**src/rtl/sys_array_ctrl.sv**
```systemverilog
// Sequencer for a weight-stationary systolic array: latches a job,
// pulses weight-load, skews inputs in and deskews outputs into result.
module sys_array_ctrl #(
   parameter int DATA_WIDTH = 8,
   parameter int ARRAY_W_W  = 4,
   parameter int ARRAY_W_L  = 4,
   parameter int ARRAY_A_L  = 4,
   parameter int OUT_LAT    = ARRAY_W_L
) (
   input  logic clk,
   input  logic reset_n,
   input  logic start,
   input  logic [0:ARRAY_W_W-1][0:ARRAY_W_L-1][DATA_WIDTH-1:0] w_matrix,
   input  logic [0:ARRAY_W_W-1][0:ARRAY_A_L-1][DATA_WIDTH-1:0] a_matrix,
   output logic busy,
   output logic done,
   output logic [0:ARRAY_W_W-1][0:ARRAY_A_L-1][2*DATA_WIDTH-1:0] result,
   output logic arr_weights_load,
   output logic [0:ARRAY_W_W-1][0:ARRAY_W_L-1][DATA_WIDTH-1:0] arr_weight_data,
   output logic [0:ARRAY_W_W-1][DATA_WIDTH-1:0] arr_input_data,
   input  logic [0:ARRAY_W_W-1][2*DATA_WIDTH-1:0] arr_output_data
);

   localparam int F_LAST = ARRAY_A_L + ARRAY_W_W - 2;
   localparam int G_LAST = F_LAST + OUT_LAT;
   localparam int GW = (G_LAST > 0) ? $clog2(G_LAST + 1) : 1;

   typedef enum logic [1:0] {IDLE, LOAD, RUN, DONE} state_t;

   state_t state, state_nx;
   logic [GW-1:0] g;
   logic [31:0] gx;
   logic accept;
   logic [0:ARRAY_W_W-1][0:ARRAY_A_L-1][DATA_WIDTH-1:0] a_lat;

   assign gx = 32'(g);
   assign accept = (state == IDLE) && start;

   always_ff @(posedge clk or negedge reset_n) begin
      if (!reset_n) state <= IDLE;
      else          state <= state_nx;
   end

   always_comb begin
      state_nx = state;
      busy = 1'b0;
      done = 1'b0;
      arr_weights_load = 1'b0;
      unique case (state)
         IDLE: if (start) state_nx = LOAD;
         LOAD: begin
            busy = 1'b1;
            arr_weights_load = 1'b1;
            state_nx = RUN;
         end
         RUN: begin
            busy = 1'b1;
            if (g == GW'(G_LAST)) state_nx = DONE;
         end
         DONE: begin
            done = 1'b1;
            state_nx = IDLE;
         end
         default: state_nx = IDLE;
      endcase
   end

   // g sits at 0 outside RUN so the first RUN cycle is step 0
   always_ff @(posedge clk or negedge reset_n) begin
      if (!reset_n)
         g <= '0;
      else if (state == RUN && g != GW'(G_LAST))
         g <= g + 1'b1;
      else
         g <= '0;
   end

   always_ff @(posedge clk or negedge reset_n) begin
      if (!reset_n) begin
         arr_weight_data <= '0;
         a_lat <= '0;
         result <= '0;
      end else if (accept) begin
         arr_weight_data <= w_matrix;
         a_lat <= a_matrix;
         result <= '0;
      end else if (state == RUN) begin
         for (int t = 0; t < ARRAY_W_W; t++)
            for (int c = 0; c < ARRAY_A_L; c++)
               if (gx == 32'(c + t + OUT_LAT))
                  result[t][c] <= arr_output_data[t];
      end
   end

   // row r sees column g-r; matched as g == c+r to stay unsigned
   always_comb begin
      arr_input_data = '0;
      if (state == RUN && gx <= 32'(F_LAST))
         for (int r = 0; r < ARRAY_W_W; r++)
            for (int c = 0; c < ARRAY_A_L; c++)
               if (gx == 32'(c + r))
                  arr_input_data[r] = a_lat[r][c];
   end

endmodule

```
**config.mk**
```make
export PLATFORM = sky130hd
export DESIGN_NAME = sys_array_ctrl
export DESIGN_NICKNAME = d
export VERILOG_FILES = /design/src/rtl/sys_array_ctrl.sv
export SDC_FILE = /design/constraint.sdc
export NUM_CORES = 1
export LEC_CHECK = 0
export BUFFER_PORTS_ARGS = -buffer_cell sky130_fd_sc_hd__buf_2
export CORE_AREA = 2 2 290 292
export DETAILED_ROUTE_END_ITERATION = 16
export DIE_AREA = 0 0 292 294
export MAX_ROUTING_LAYER = met4
export PLACE_DENSITY_LB_ADDON = 0.15
export SETUP_SLACK_MARGIN = 0.15
export SLEW_MARGIN = 20
export SYNTH_ARGS = -nofsm -noshare
export SYNTH_HDL_FRONTEND = slang
export SYNTH_SLANG_ARGS = --single-unit
```
**constraint.sdc**
```tcl
create_clock -name clk -period 4.2 [get_ports clk]
set_input_delay 0 -clock clk [delete_from_list [all_inputs] [get_ports clk]]
set_output_delay 0 -clock clk [all_outputs]
set_load 0.005 [all_outputs]
```
==> flow_summary.ini, run 1 <==
[placement]
post-place-ws_ns = 1.480
dp_hpwl_um = 56550
finalWeightedCongestion = 0.8447
port_buffers = 741
postPlaceCellArea_sq_mm = 0.02610

[critical_path]
worst-path-max-fanout = 24
path_cells = inv_1 -> ha_1 -> nor2b_1 -> o21a_1 -> o221a_2 -> buf_2
slowest_delay_ns = 0.84
slowest_stage = o21a_1
cp.arrival_ns = 3.32
cp-start-kind = register
critPathRequiredTime_ns = 4.20
cp_top_family = compound AO/OA/AOI/OAI gates
cp_num_buf_inv = 2
ff2ff_setup_slack_ns = 1.55
cp-end-kind = output pin
crit_type = register to output pin

[pwr]
p_leak_nw = 14.72
power.net_switching_mw = 5.037
power-per-cell-area_mw_per_mm2 = 536.4
power_frac_comb = 0.277
p_seq_frac = 0.419
switching_share = 0.3004
p_clk_frac = 0.304
peakVddDrop_v = 0.0004147
internal_power_mw = 11.73

[clock_tree]
htree_levels = 2
cts_buffers = 60
clkTransAtPathRegs_ns = 0.06
post_cts_buffers = 0
clock_latency_ns = 0.62
cts_sinks = 518
cts_hold_buffers = 322
clk_path_buf_depth = 3
cts_resized = 0
cts-root-buf = clkbuf_16
tritoncts = yes

[floorplan]
start_util = 0.2582
die_h_um = 294
fp.dieW_um = 292
core_sq_mm = 0.08289
rows = 106
dieArea_sq_mm = 0.08585
boundaryPins = 742

[drt]
drt_iter0_drc = 901
ant_nets = 0
wl_per_cell_um = 19.64
vias = 18440
drt_first_pass_iters = 5
route.detailed.drc = 0
routed_wirelength_um = 80060
vias_per_cell = 4.525

[global_route]
grt_max_degree = 120
grt_pass1_vias = 19190
antenna_found_initial = 12
track_usage = 0.1855
grt_pass1_wl_um = 119600
overflow = 0

[sta]
post-route-period-util = 0.7912
fmax_mhz = 300.9
setup-tns-final_ns = 0
hold_viol_final = 0
fin_ws_ns = 0.8770
fin_skew_ns = 0.01857
max-slew-margin-rel = 0.3046
setup_viol = 0
rsz0062_at_grt = false
fin_crit_ns = 3.323
worstMarginPinSlew_ns = 1.043
maxSlewViolCount = 0

[min_path]
hold_class = primary input to asynchronous set/reset pin

[synthesis]
netlist_area_sq_mm = 0.02141
yosysWarnings = 0
synth-edff-count = 0
ys_seq_area_frac = 0.6056
synth_cell_types = 37
syn-num-nets = 2261
async_flop_share = 1.000
ys.flop_type = dfrtp_1
ys_ff_latch = 518
synth.avg_cell_area_sq_um = 11.10
netlist_instances = 1929

[finish]
fill_cells = 8342
synthToLayoutAreaGrowth_pct = 46.02
num-nets-final = 3271
drive_gt1_frac = 0.3814
multi_input_area_sq_mm = 0.007712
final-seq-area_sq_mm = 0.01296
fin_area_sq_mm = 0.03126

[run_status]
outcome = completed

[flow_run]
drv_cap = 0
metal layers:
layer / vias to the layer above / wire length, um / GRT usage
li1: 8566 / - / -
met1: 9112 / 33580 / 0.2277
met2: 621 / 38930 / 0.3051
met3: 143 / 5038 / 0.03912
met4: 0 / 2513 / 0.05984
met5: - / 0 / -
path summary, 6_finish.rpt:
check	cells after the start	end	start
worst max-delay path	6	arr_input_data[0]	state[0]
max in group asynchronous	3	arr_weight_data[1]	reset_n
worst min-delay path	2	result[93]	reset_n
min in group clk	3	a_lat[39]	a_matrix[39]
worst min register to register	1	arr_weight_data[79]	arr_weight_data[79]
worst max register to register	6	result[83]	state[0]
final cells by class:
class / count / area share
clock buffer: 98 / 0.05716
antenna: 12 / 0.0009607
inverter: 4 / 0.0004804
timing repair buffer: 1094 / 0.2331
clock inverter: 9 / 0.003523
tap: 1080 / 0.04323
sequential: 518 / 0.4148
multi-input combinational: 1261 / 0.2467
layout by cell type, fill, tap and decap left out, types with 4 or more instances in the layout:
| master | count |
|---|---|
| clkbuf_8 | 10 |
| nand3b_1 | 35 |
| buf_2 | 740 |
| dfrtp_1 | 517 |
| nand4b_1 | 6 |
| and4b_1 | 4 |
| buf_4 | 22 |
| clkinv_2 | 5 |
| mux2_2 | 257 |
| o221a_2 | 17 |
| a2bb2oi_1 | 8 |
| inv_1 | 4 |
| clkbuf_1 | 26 |
| a211oi_1 | 8 |
| nand2_1 | 539 |
| clkbuf_16 | 62 |
| ha_1 | 7 |
| nand3_1 | 9 |
| dlygate4sd3_1 | 322 |
| a21oi_1 | 313 |
| diode_2 | 12 |
| nor2_1 | 27 |
| o221a_1 | 7 |
| buf_12 | 9 |
synthesized netlist by cell type, drive strengths merged (2+ instances only):
| cell | count | area (sq um) |
|---|---|---|
| buf | 123 | 643.1 |
| inv | 4 | 15.01 |
| a2bb2oi | 8 | 70.07 |
| nor2 | 27 | 101.4 |
| or2 | 2 | 12.52 |
| nand2 | 539 | 2023 |
| nand3 | 9 | 45.04 |
| a21oi | 313 | 1567 |
| nand4b | 7 | 67.56 |
| clkbuf | 23 | 86.33 |
| mux2 | 257 | 2894 |
| or3 | 2 | 12.51 |
| ha | 9 | 112.6 |
| nand3b | 35 | 262.8 |
| a211oi | 8 | 60.06 |
| dfrtp | 518 | 12960 |
| nor2b | 2 | 12.51 |
| o221a | 24 | 270.3 |
| and4b | 7 | 70.07 |
flip-flops by register name, summed over array words and instances (netlist names):
register / cells
result: 256
a_lat: 128
arr_weight_data: 128
g: 4
state: 2
logic make-up (layout without fill, tap and decap cells):
family / count (synthesis) / in the layout / synth area share
AND/OR/NAND/NOR: 636 / 636 / 0.1251
flip-flops: 518 / 518 / 0.6056
AO/OA/AOI/OAI: 357 / 357 / 0.09329
multiplexers: 257 / 257 / 0.1352
buffers and inverters: 150 / 1205 / 0.03478
adder cells (fa/ha/maj): 9 / 9 / 0.005261
XOR/XNOR: 2 / 2 / 0.0008185
other: 0 / 12 / 0
power by group through the flow:
stage / sequential, mW / combinational [mW] / clock [mW]
global route: 7.19 / 5.03 / 5.45
global placement: 7.04 / 4.40 / 0
floorplan: 7.00 / 2.55 / 0
finish: 7.02 / 4.65 / 5.10
CTS: 7.02 / 4.73 / 5.25
detailed placement: 7.08 / 4.46 / 0
per-stage QoR:
stage	util	instances	power [mW]	hold slack (ns)
2_1_floorplan	-	1929	9.544	-0.2956
3_3_place_gp	0.3149	3635	11.44	0.09677
3_5_place_dp	0.3149	3635	11.55	0.1008
4_1_cts	0.3767	4064	17.00	0.02526
5_1_grt	0.3771	4076	17.67	0.05998
6_report	0.3771	4076	16.76	0.009316
Note: power is estimated with default switching activity, not from simulation.
==> run 2, diff against run 1 <==
Settings changed: ABC_AREA set to 1, CORE_AREA 2 2 290 292 to 2 2 285 287, DIE_AREA 0 0 292 294 to 0 0 287 289.
Clock period 4.2 ns to 3.1 ns, I/O delays scaled along.
==> run 2 against run 1 <==
Clock skew up 0.0040 ns; count of clock-buffer cells in the layout down 12; via count up 10%; sequential share of layout area down 1.3 points; critical path type unchanged; largest cell class unchanged.
==> flow_summary.ini, run 2 <==
[synthesis]
synth_area_leaders = dfrtp_1 59%, nand2_1 19%, o21ai_0 6.2%
synth_top_area_share = 0.5913
synth-edff-count = 0
netlist_instances = 2698
yosysWarnings = 0
synth.avg_cell_area_sq_um = 8.126
synth_cell_types = 25
yosysTopAreaCell = dfrtp_1
ys_seq_area_frac = 0.5913
async_flop_share = 1.000
synth_most_common_cell = nand2_1
syn-num-nets = 3030
synth_commonest_cells = 1129 x nand2_1, 518 x dfrtp_1, 356 x inv_1
ys.flop_type = dfrtp_1
ys_ff_latch = 518
netlist_area_sq_mm = 0.02192

[sta]
fin_crit_ns = 2.765
fin_ws_ns = 0.3346
max-slew-margin-rel = 0.3391
post-route-period-util = 0.8920
setup_viol = 0
maxSlewViolCount = 0
setup-tns-final_ns = 0
fin_skew_ns = 0.02259
finalHoldWorstSlack_ns = 0.1099
rsz0062_at_grt = false
worstMarginPinSlew_ns = 0.9810
hold_viol_final = 0
fmax_mhz = 361.6

[floorplan]
core_sq_mm = 0.07990
boundaryPins = 742
start_util = 0.2744
fp.dieW_um = 287
rows = 104
dieArea_sq_mm = 0.08294
die_h_um = 289

[pwr]
power-per-cell-area_mw_per_mm2 = 901.7
p_leak_nw = 17.38
peakVddDrop_v = 0.0003854

[finish]
layout_common_cells = 1128 x nand2_1, 740 x buf_2, 517 x dfrtp_1, 355 x inv_1, 333 x dlygate4sd3_1
num-nets-final = 4055
fill_cells = 8353
multi_input_area_sq_mm = 0.007036
drive_gt1_frac = 0.2388
final_common_cell = nand2_1
largest-register = result
largest_registers = result x256, a_lat x128, arr_weight_data x128
synthToLayoutAreaGrowth_pct = 47.04
final-seq-area_sq_mm = 0.01296
layout.cells.non_filler = 4841
fin_util = 0.4035
largest_reg_flops = 256

[clock_tree]
htree_levels = 2
cts_sinks = 518
post_cts_buffers = 0
clock_latency_ns = 0.61
clk_path_buf_depth = 3
cts_buffers = 59
cts-root-buf = clkbuf_16
tritoncts = yes
clkTransAtPathRegs_ns = 0.06

[global_route]
track_usage = 0.1961
grt_pass1_wl_um = 122700
grt_max_degree = 132
antenna_found_initial = 11
overflow = 0
grt_pass1_vias = 20430

[flow_run]
drv_cap = 0

[placement]
place_inst = 4388
post-place-ws_ns = 0.6350
finalWeightedCongestion = 0.8051
dp_hpwl_um = 56160
port_buffers = 741

[drt]
wl_per_cell_um = 16.87
vias_per_cell = 4.197
routed_wirelength_um = 81660
route.detailed.drc = 0
ant_nets = 0
vias = 20320
drt_first_pass_iters = 5
drt_iter0_drc = 1194

[run_status]
outcome = completed

[min_path]
hold_class = primary input to register

[critical_path]
crit_type = register to output pin
critPathRequiredTime_ns = 3.10
worst-path-max-fanout = 32
cp-end-kind = output pin
cp.arrival_ns = 2.77
cp-start-kind = register
[run 2: cell count changes after synthesis, moves of 17 or more]
cell / previous run / this run
nor2_1: 27 / 109
clkbuf_1: 23 / 86
nand4_1: 0 / 17
nand3_1: 9 / 82
o221a_2: 17 / 0
mux2_2: 257 / 0
a21oi_1: 313 / 25
nand3b_1: 35 / 0
inv_1: 4 / 356
buf_2: 103 / 40
o21ai_0: 0 / 272
nand2_1: 539 / 1129
[run 2: worst paths after layout]
kind,startpoint,to,slack [ns],cells after the start
min in group asynchronous,reset_n,state[1],0.47,3
max in group asynchronous,reset_n,arr_weight_data[9],1.78,5
worst min register to register,arr_weight_data[60],arr_weight_data[60],0.47,2
worst max register to register,state[0],arr_weight_data[15],0.52,9
worst min-delay path,a_matrix[48],a_lat[48],0.11,4
worst max-delay path,state[0],arr_input_data[17],0.33,8
[run 2: through the flow]
stage	power [mW]	instance area, sq um
global placement	21.80	26900
CTS	29.54	32200
global route	31.42	32230
detailed placement	21.85	26900
floorplan	16.45	21920
finish	29.07	32240
[run 2: logic make-up after synthesis]
kind of cell               count (synthesis)  share of synthesized area
and+or+nand+nor                         1349                     0.2398
DFF                                      518                     0.5913
buffers and inverters                    507                    0.09080
AOI/OAI and AO/OA                        314                    0.07260
adders and majority gates                  9                   0.005136
xor gates and xnor gates                   1                  0.0003996
[run 2: metal layers]
layer | GRT usage | wire, um | vias to the layer above
met1 | 0.2467 | 35520 | 9359
met2 | 0.3104 | 37790 | 615
li1 | - | - | 10210
met4 | 0.06693 | 2926 | 0
met5 | - | 0 | -
met3 | 0.04543 | 5422 | 131
[run 2: where the power goes]
part,internal [mW],leakage [nW],switching (mW)
clock,4.14,0.958,2.90
combinational,4.14,9.93,6.33
sequential,9.88,6.49,1.67
[run 2: timing repair]
action | in CTS | in global routing
endpoints found under the setup margin | 0 | 11
gates resized for setup | 0 | 2
hold endpoints to repair | 938 | 0
hold buffers | 334 | 0
[run 2: final cells by class]
class | count | share of cell area
Timing Repair Buffer | 1112 | 0.2352
Sequential cell | 518 | 0.4021
Inverter | 359 | 0.04203
Tap cell | 1060 | 0.04114
Clock inverter | 21 | 0.006016
Clock buffer | 86 | 0.05430
Antenna cell | 12 | 0.0009315
Multi-Input combinational cell | 1673 | 0.2182
[run 2: critical path, stage by stage, from the launching register on]
cell     delay, ns
dfrtp_1       0.41
inv_1         0.11
ha_1          0.38
nand2_1       0.12
a31oi_2       0.14
buf_4         0.37
nand2_1       0.10
a21oi_1       0.31
buf_2         0.18
==> run 3, diff against run 2 <==
Settings changed: PLACE_DENSITY_LB_ADDON 0.15 to not set.
==> run 3 against run 2 <==
Worst setup slack worse by 0.0037 ns; flip-flop and latch count is the same; count of clock-buffer cells in the layout grew 1; sequential share of layout area is 0.12 points higher; design area shrank 0.30%; utilization fell by 0.12 points; critical path depth decreased by 1; clock skew down 0.0097 ns; non-clock buffer count fell by 12; global-route usage decreased by 0.81 points; register-to-register slack improved by 0.42 ns; highest routed layer unchanged.
==> flow_summary.ini, run 3 (same netlist as run 2, synthesis figures left out) <==
[placement]
dp_hpwl_um = 53120
finalWeightedCongestion = 0.8621
port_buffers = 741
postPlaceCellArea_sq_mm = 0.02684

[critical_path]
ff2ff_setup_slack_ns = 0.94
crit_type = register to output pin
cp_top_family = buffers and inverters
path_cells = nor2_4 -> buf_4 -> nand3_1 -> nand2_1 -> nand2_1 -> a21oi_1 -> buf_2
slowest_delay_ns = 0.58
cp-end-kind = output pin
worst-path-max-fanout = 65
reg2reg_from = g[2]
rr_endpoint = result[191]
cp.arrival_ns = 2.77
cp-start-kind = register
cpMostUsedCell = nand2_1
worst-r2r-cell-count = 6
cp_num_buf_inv = 2
critPathRequiredTime_ns = 3.10
slowest_stage = dfrtp_1

[drt]
ant_nets = 0
wl_per_cell_um = 16.43
vias = 20850
route.detailed.drc = 0
routed_wirelength_um = 79220
drt_iter0_drc = 1401
drt_first_pass_iters = 5
vias_per_cell = 4.325

[pwr]
p_total_mw = 29.24
internal_power_mw = 18.42
peakVddDrop_v = 0.0005254
p_seq_frac = 0.397
power-per-cell-area_mw_per_mm2 = 909.8
p_leak_nw = 17.35
switching_share = 0.3700
p_clk_frac = 0.254
power.net_switching_mw = 10.82
power_frac_comb = 0.348

[clock_tree]
clkTransAtPathRegs_ns = 0.06
htree_levels = 2
cts_buffers = 59
cts_resized = 0
cts-root-buf = clkbuf_16
clock_latency_ns = 0.61
clk_path_buf_depth = 3
cts_sinks = 518
tritoncts = yes

[flow_run]
drv_cap = 0

[sta]
setup-tns-final_ns = 0
worstMarginPinSlew_ns = 0.8477
max-slew-margin-rel = 0.4328
maxSlewViolCount = 0
post-route-period-util = 0.8932
fin_skew_ns = 0.01292
fmax_mhz = 361.1
setup_viol = 0
finalHoldWorstSlack_ns = 0.01146
rsz0062_at_grt = false
hold_viol_final = 0
fin_crit_ns = 2.769

[global_route]
track_usage = 0.1880
overflow = 0
grt_pass1_vias = 20660
antenna_found_initial = 4
grt_max_degree = 132
grt_pass1_wl_um = 118400

[finish]
multi_input_area_sq_mm = 0.007033
fin_util = 0.4023
largest_reg_flops = 256
num-nets-final = 4043
drive_gt1_frac = 0.2393
synthToLayoutAreaGrowth_pct = 46.60
fill_cells = 7927
largest_registers = result x256, a_lat x128, arr_weight_data x128
final_common_cell = nand2_1
largest-register = result
layout_common_cells = 1128 x nand2_1, 740 x buf_2, 518 x dfrtp_1, 355 x inv_1, 321 x dlygate4sd3_1
final-seq-area_sq_mm = 0.01296
fin_area_sq_mm = 0.03214

[floorplan]
fp.dieW_um = 287
start_util = 0.2744
die_h_um = 289
boundaryPins = 742
rows = 104
dieArea_sq_mm = 0.08294
core_sq_mm = 0.07990

[min_path]
hold_class = primary input to asynchronous set/reset pin

[run_status]
outcome = completed
run 3: changes by cell type in the layout (fill, tap and decap cells not counted), moves of 2 or more:
| cell | change |
|---|---|
| dlygate4sd3_1 | -12 |
| buf_12 | -5 |
| bufinv_16 | +4 |
| clkinvlp_4 | -2 |
| diode_2 | -8 |
| clkbuf_8 | +2 |
| clkinv_2 | -7 |
| buf_4 | +6 |
| clkinv_4 | +3 |
run 3: cell type report:
type | count | area share
Inverter | 359 | 0.04216
Sequential cell | 518 | 0.4033
Clock inverter | 20 | 0.009304
Timing Repair Buffer | 1100 | 0.2296
Multi-Input combinational cell | 1673 | 0.2188
Antenna cell | 4 | 0.0003114
Tap cell | 1060 | 0.04127
Clock buffer | 87 | 0.05520
run 3: timing repair:
action / CTS / global route
hold buffers: 321 / 0
hold endpoints to repair: 582 / 0
setup buffers: 0 / 0
run 3: power groups by stage:
stage / Clock, mW / Combinational, mW / Sequential [mW]
floorplan: 0 / 4.85 / 11.6
global placement: 0 / 9.78 / 11.6
detailed placement: 0 / 9.95 / 11.7
CTS: 7.68 / 10.3 / 11.6
global route: 7.93 / 11.6 / 12.0
finish: 7.44 / 10.2 / 11.6
run 3: worst register-to-register path, stage by stage (launching register included):
cell and delay, ns:
dfrtp_1 0.68, inv_2 0.16, nor2_8 0.22, nand2_2 0.11, o21ai_4 0.12, buf_4 0.51
o21ai_0 0.22
run 3: per-layer routing:
layer	track usage	vias up	part of all wire
met2	0.3016	804	0.47
met1	0.2278	9681	0.41
met4	0.08854	0	0.050
li1	-	10170	-
met3	0.03740	195	0.065
met5	-	-	0
run 3: through the flow:
stage | setup slack, ns | std cells
final | 0.3310 | 4821
after global routing | 0.1705 | 4821
after CTS | 0.3288 | 4817
after detailed placement | 0.8507 | 4389
after global placement | 0.9017 | 4389
after floorplan | 1.366 | 2698
run 3: worst max-delay path by stage:
stage	endpoint	from	depth (start not counted)	slack, ns
2_1_floorplan	result[35]	state[0]	9	1.37
3_3_place_gp	result[7]	state[0]	7	0.90
3_5_place_dp	result[5]	state[0]	7	0.85
4_1_cts	arr_input_data[9]	state[0]	8	0.33
5_1_grt	arr_input_data[9]	state[0]	8	0.17
6_report	arr_input_data[19]	g[2]	7	0.33
